**src/rtl/pipe_ctrl.sv**
```systemverilog
// ---------------------------------------------------------------------------
// pipe_ctrl
//
// Hazard and stall controller for a five-stage MIPS-style pipeline with a
// multi-cycle multiply/divide unit and CP0 exception redirect.
//
// The controller compares the registers read by the D-stage instruction
// against the destinations of the instructions in E and M. If an operand is
// needed before its producer can forward it, D and PC are frozen and a
// bubble is pushed into E.
//
// A small FSM tracks the multiply/divide unit. While the unit is busy, any
// D-stage md instruction is held back. A pending exception (req) overrides
// every stall so the pipeline registers can flush and redirect.
//
// Ports
//   clk, reset            rising-edge clock, synchronous active-high reset
//   D_rs, D_rt            source register numbers of the D instruction
//   D_tuse_rs, D_tuse_rt  cycles until each operand is consumed (3 = unused)
//   E_waddr, M_waddr      destination register in E / M (0 = no write)
//   E_tnew, M_tnew        cycles until the E / M result exists (0 = ready)
//   D_md                  D instruction uses the multiply/divide unit
//   E_md_start            01 mult start, 10 div start, 00/11 nothing
//   int_req               exception/interrupt request from CP0 in M
//   pc_en, d_en           PC and D-register write enables
//   e_flush               bubble into the E register
//   req                   exception redirect to every pipeline register
//   stall                 combined stall indication
//   md_busy, md_cnt       multiply/divide unit busy flag and remaining cycles
//   stall_cnt             saturating count of stalled cycles
// ---------------------------------------------------------------------------
module pipe_ctrl (
  input  logic        clk,
  input  logic        reset,
  input  logic [4:0]  D_rs,
  input  logic [4:0]  D_rt,
  input  logic [1:0]  D_tuse_rs,
  input  logic [1:0]  D_tuse_rt,
  input  logic [4:0]  E_waddr,
  input  logic [4:0]  M_waddr,
  input  logic [1:0]  E_tnew,
  input  logic [1:0]  M_tnew,
  input  logic        D_md,
  input  logic [1:0]  E_md_start,
  input  logic        int_req,
  output logic        pc_en,
  output logic        d_en,
  output logic        e_flush,
  output logic        req,
  output logic        stall,
  output logic        md_busy,
  output logic [3:0]  md_cnt,
  output logic [15:0] stall_cnt
);

  typedef enum logic [1:0] {
    IDLE = 2'd0,
    MULT = 2'd1,
    DIV  = 2'd2
  } md_state_t;

  localparam logic [1:0]  START_MULT = 2'b01;
  localparam logic [1:0]  START_DIV  = 2'b10;
  localparam logic [3:0]  MULT_CYCLES = 4'd5;
  localparam logic [3:0]  DIV_CYCLES  = 4'd10;
  localparam logic [15:0] CNT_MAX     = 16'hFFFF;

  md_state_t state;

  logic rs_hit;
  logic rt_hit;
  logic md_hit;
  logic md_starting;

  // Data hazard detection. A hazard exists only when the producer's result
  // arrives later than the consumer needs it (tuse < tnew). Register zero is
  // hard-wired, so it never creates a dependency. tuse=3 never stalls,
  // because tnew is at most 3.
  always_comb begin
    rs_hit = (D_rs != 5'd0) &&
             (((D_rs == E_waddr) && (D_tuse_rs < E_tnew)) ||
              ((D_rs == M_waddr) && (D_tuse_rs < M_tnew)));
    rt_hit = (D_rt != 5'd0) &&
             (((D_rt == E_waddr) && (D_tuse_rt < E_tnew)) ||
              ((D_rt == M_waddr) && (D_tuse_rt < M_tnew)));
  end

  // Structural hazard on the multiply/divide unit. A start sitting in E
  // blocks a D-stage md instruction in the same cycle, before md_busy has
  // had a chance to rise. The reserved code 11 counts as no start.
  always_comb begin
    md_starting = (E_md_start == START_MULT) || (E_md_start == START_DIV);
    md_hit      = D_md && (md_busy || md_starting);
  end

  // Stall and redirect steering. An exception cancels the instructions in D
  // and E anyway, so holding them would only delay the redirect. req
  // therefore masks every stall, which leaves PC and D enabled so the
  // redirect target can load.
  always_comb begin
    req     = int_req;
    stall   = (rs_hit || rt_hit || md_hit) && !int_req;
    pc_en   = !stall;
    d_en    = !stall;
    e_flush = stall;
  end

  // Multiply/divide busy tracker. A start is accepted only from IDLE and
  // only when the E instruction is not being cancelled by req. Once the
  // unit is running, it always counts down to completion, because the
  // hardware unit cannot be aborted mid-operation. The edge that takes
  // md_cnt from 1 to 0 returns to IDLE. md_busy is kept as its own register
  // so that it is glitch-free and matches the state exactly.
  always_ff @(posedge clk) begin
    if (reset) begin
      state   <= IDLE;
      md_cnt  <= 4'd0;
      md_busy <= 1'b0;
    end else begin
      case (state)
        IDLE: begin
          if (!int_req && (E_md_start == START_MULT)) begin
            state   <= MULT;
            md_cnt  <= MULT_CYCLES;
            md_busy <= 1'b1;
          end else if (!int_req && (E_md_start == START_DIV)) begin
            state   <= DIV;
            md_cnt  <= DIV_CYCLES;
            md_busy <= 1'b1;
          end
        end
        MULT, DIV: begin
          if (md_cnt <= 4'd1) begin
            state   <= IDLE;
            md_cnt  <= 4'd0;
            md_busy <= 1'b0;
          end else begin
            md_cnt <= md_cnt - 4'd1;
          end
        end
        default: begin
          state   <= IDLE;
          md_cnt  <= 4'd0;
          md_busy <= 1'b0;
        end
      endcase
    end
  end

  // Performance counter for stalled cycles. It holds at its maximum instead
  // of wrapping, so a long run never reads back as a small number. req
  // cycles are excluded automatically, because stall is forced low during
  // req.
  always_ff @(posedge clk) begin
    if (reset) begin
      stall_cnt <= 16'd0;
    end else if (stall && (stall_cnt != CNT_MAX)) begin
      stall_cnt <= stall_cnt + 16'd1;
    end
  end

endmodule

```
**config.mk**
```make
export PLATFORM = sky130hd
export DESIGN_NAME = pipe_ctrl
export DESIGN_NICKNAME = d
export VERILOG_FILES = /design/src/rtl/pipe_ctrl.sv
export SDC_FILE = /design/constraint.sdc
export NUM_CORES = 1
export LEC_CHECK = 0
export BUFFER_PORTS_ARGS = -buffer_cell sky130_fd_sc_hd__buf_2
export CAP_MARGIN = 25
export CORE_ASPECT_RATIO = 1.75
export CORE_MARGIN = 4
export CORE_UTILIZATION = 31
export CTS_CLUSTER_DIAMETER = 100
export DETAILED_ROUTE_END_ITERATION = 8
export PLACE_DENSITY_LB_ADDON = 0.1
export SLEW_MARGIN = 40
export SYNTH_ARGS = -nofsm -noshare
export SYNTH_HDL_FRONTEND = slang
export SYNTH_SLANG_ARGS = --single-unit
```
**constraint.sdc**
```tcl
create_clock -name clk -period 3 [get_ports clk]
set_clock_uncertainty 0.15 [all_clocks]
set_input_delay 0.15 -clock clk [delete_from_list [all_inputs] [get_ports clk]]
set_output_delay 0.15 -clock clk [all_outputs]
set_load 0.03 [all_outputs]
```
==> impl_summary.log <==
[metrics] power consumption: approximately 840 uW
[metrics] area share of the leading cell type in the synthesized netlist: 0.2761
[metrics] sequential cell area fraction in the yosys report: 0.2761
[metrics] Finish-stage setup viols: 0
[metrics] Clock H-tree levels: 1
[metrics] All-Layer GR Usage: 0.1278
[metrics] RSZ-0062 raised after global routing: no
[metrics] library cells used by synthesis: 40
[metrics] largest net degree at the start of global routing: 26
[metrics] maximum operating frequency: roughly 430 MHz
[metrics] boundary pin count: 60
[metrics] area enclosed by the die boundary: about 6700 um^2
[metrics] antenna fix cells: 0
[metrics] CP required: about 3.0 ns
[metrics] Core Region: 5255 um^2
[metrics] number of nets in the layout: 301
[metrics] DP HPWL: 3533 um
[metrics] data arrival time of the critical path: about 2.3 ns
[metrics] Starting DRT DRC Count: 43
[metrics] Die Y-Extent: around 110 um
[metrics] commonest non-fill, non-tap cells in the layout: sky130_fd_sc_hd__buf_2, sky130_fd_sc_hd__dfxtp_1, sky130_fd_sc_hd__xor2_1
[metrics] Mapped Nets: around 250
[metrics] number of antenna violations at the first check in global routing: 0
[metrics] CP Launch Type: flop
[metrics] count of TritonRoute iterations in the first routing pass: 4
[metrics] Cell Rows: 35
[metrics] clock sinks: 23
[metrics] reg2reg start: stall_cnt[0]
[metrics] maximum number of buffers from clock root to sink: 2
[metrics] Worst-path clk slew: about 0.090 ns
[metrics] ys async rst share: 0
[metrics] Post-DRT Antenna Nets: 0
[metrics] Global Route met1 Usage: 0.1388
[metrics] gate count of the mapped netlist: 200
[metrics] met2 routing resource usage after global routing: 0.2543
[metrics] Reg power frac: 0.418
[metrics] number of hold-repair buffers added at the cts stage: 0
[metrics] transition at the pin with the smallest max-transition slack: ~0.53 ns
[metrics] maximum capacitance violations: 0
[metrics] switching pwr: between 300 and 400 uW
[metrics] final wirelength: 4309 um
[metrics] outcome: completed
[metrics] Post-synth EDFFs: 0
[metrics] minimum clock period: ~2.3 ns
[metrics] area growth from synthesis to layout: 20.93%
[metrics] layout cell share with drive strength beyond 1: 0.2941
[metrics] top cells by area in the synthesized netlist: sky130_fd_sc_hd__dfxtp_1, sky130_fd_sc_hd__xor2_1, sky130_fd_sc_hd__ha_1
[metrics] CP Max Fanout: 23
[metrics] Synth Warn #: 0
[metrics] initial standard-cell utilization of the core: 0.3174
[metrics] Critical path origin: stall_cnt[0]
[metrics] global route hottest layer: met2
[metrics] number of vias after detailed routing: ~1600
[metrics] Pins Over Slew Limit: 0
[metrics] relative slew slack: 0.6465
[metrics] detail-routed net length per standard cell: around 14 um
[metrics] power density cells: approximately 420 nW/um^2
[metrics] number of design rule violations left after detail routing: 0
[metrics] count of state elements after synthesis: 23
[metrics] cell chosen for the clock root: sky130_fd_sc_hd__clkbuf_8
[metrics] Hold Crit Class: in2reg
[metrics] count of input and output buffers: 59
[metrics] part of the total power dissipated in the clock network: 0.234
[metrics] launch instance of the worst min-delay path: reset
[metrics] number of failing hold endpoints at the final stage: 0
[metrics] Max IR drop VDD: between 150 and 200 uV
[metrics] biggest area consumer among synthesized cells: sky130_fd_sc_hd__dfxtp_1
[metrics] drt via density: ~5.2
[metrics] mean area per synthesized cell: 8.339 um^2
[metrics] reported leakage power: a little over 0.0009 uW
[metrics] nature of the critical path endpoint: flop
[metrics] Final period util: 0.7755
[metrics] first-pass GRT wire length: roughly 7000 um
[metrics] overall overflow remaining after global route: 0
[metrics] commonest non-fill, non-tap cell in the layout: sky130_fd_sc_hd__buf_2
[metrics] Non-Filler Cell Area, Final: between 2000 and 2500 um^2
[metrics] proportion of power drawn by combinational gates: 0.348
[metrics] placer congestion estimate: roughly 0.77
[metrics] TritonCTS Buffers: 3
[metrics] total of cells resized after clock tree synthesis: 0
[metrics] cell internal power dissipation: 532.2 uW
[metrics] Sw Share: 0.3695
[metrics] clk_lat worst skew: ~0.27 ns
[metrics] Setup TNS: 0 ns
[metrics] via count of the first global-routing pass: roughly 1600
[metrics] Crit Path Class: reg2reg
[metrics] postcts setup bufs: 0
[metrics] Post-DP Area: ~2000 um^2
[metrics] primary flip-flop cell chosen by synthesis mapping: sky130_fd_sc_hd__dfxtp_1
[metrics] global-route met3 utilization: 0.01720
[metrics] die outline width: 63.45 um
[metrics] synthesized cell area: between 1500 and 2000 um^2
[metrics] clock tree from TritonCTS: built
[cell type report]
type / count / area, um^2
clock inverter: 1 / 5.005
timing repair buffer: 60 / 302.8
fill: 591 / 3238
tap: 55 / 68.82
inverter: 15 / 56.30
sequential: 23 / 460.4
multi-input combinational: 153 / 1082
clock buffer: 3 / 41.29
[flip-flops by register name (all words and copies together), names as in the netlist]
register   count
stall_cnt     16
state          2
md_cnt         4
md_busy        1
[cells by family (layout without fill, tap and decap cells)]
| family | Yosys count | in the layout | share of synthesized area |
|---|---|---|---|
| xor gates and xnor gates | 23 | 23 | 0.1208 |
| AOI/OAI and AO/OA | 48 | 48 | 0.1845 |
| muxes | 3 | 3 | 0.02175 |
| and+or+nand+nor | 68 | 68 | 0.2348 |
| DFF | 23 | 23 | 0.2761 |
| adders and majority gates | 11 | 11 | 0.08252 |
| buffers and inverters | 24 | 79 | 0.07952 |
[synth_stat cells, types with 3 or more instances]
cell type,n
sky130_fd_sc_hd__dfxtp_1,23
sky130_fd_sc_hd__nand2_1,8
sky130_fd_sc_hd__o21ai_0,13
sky130_fd_sc_hd__buf_4,3
sky130_fd_sc_hd__nor3_1,3
sky130_fd_sc_hd__ha_1,11
sky130_fd_sc_hd__nand3_1,7
sky130_fd_sc_hd__or4_1,7
sky130_fd_sc_hd__nand4_1,3
sky130_fd_sc_hd__clkbuf_1,3
sky130_fd_sc_hd__nor2_1,16
sky130_fd_sc_hd__a22oi_1,4
sky130_fd_sc_hd__xor2_1,22
sky130_fd_sc_hd__nand2b_1,5
sky130_fd_sc_hd__a211oi_1,5
sky130_fd_sc_hd__o31ai_1,6
sky130_fd_sc_hd__nor4_1,4
sky130_fd_sc_hd__inv_1,15
sky130_fd_sc_hd__a21oi_1,13
[final timing paths]
kind	end	slack [ns]	cells after the start
min reg2reg	stall_cnt[10]	0.35	2
min	md_cnt[3]	0.16	2
max reg2reg	stall_cnt[9]	0.67	7
max	stall_cnt[9]	0.67	7
[critical path, cell delays in order, from the launching register on]
cell and delay [ns]:
sky130_fd_sc_hd__dfxtp_1 0.44, sky130_fd_sc_hd__ha_1 0.21, sky130_fd_sc_hd__inv_1 0.08, sky130_fd_sc_hd__or2_1 0.34, sky130_fd_sc_hd__or3_1 0.39, sky130_fd_sc_hd__o21ai_4 0.23
sky130_fd_sc_hd__nor4_2 0.08, sky130_fd_sc_hd__mux2_4 0.30
[stage by stage]
stage / hold WS, ns / std cells / setup slack, ns / util
6_report: 0.1625 / 310 / 0.6736 / 0.3838
5_1_grt: 0.1731 / 310 / 0.5075 / 0.3838
3_5_place_dp: 0.3439 / 306 / 0.5023 / 0.3736
3_3_place_gp: 0.3397 / 306 / 0.5555 / 0.3736
2_1_floorplan: 0.1715 / 200 / 0.6375 / -
4_1_cts: 0.1552 / 310 / 0.5777 / 0.3824
[layer usage]
layer	part of all wire	wire (um)
met1	0.39	1700
met5	0	0
met2	0.56	2430
met3	0.038	164
met4	0.0030	13
[power groups by stage]
stage               Sequential (uW)  Clock [uW]  Combinational (uW)
finish                          353         198                 293
global placement                362           0                 299
floorplan                       389           0                 178
CTS                             354         209                 297
global route                    358         219                 329
detailed placement              362           0                 295
(Power assumes the default switching activity.)
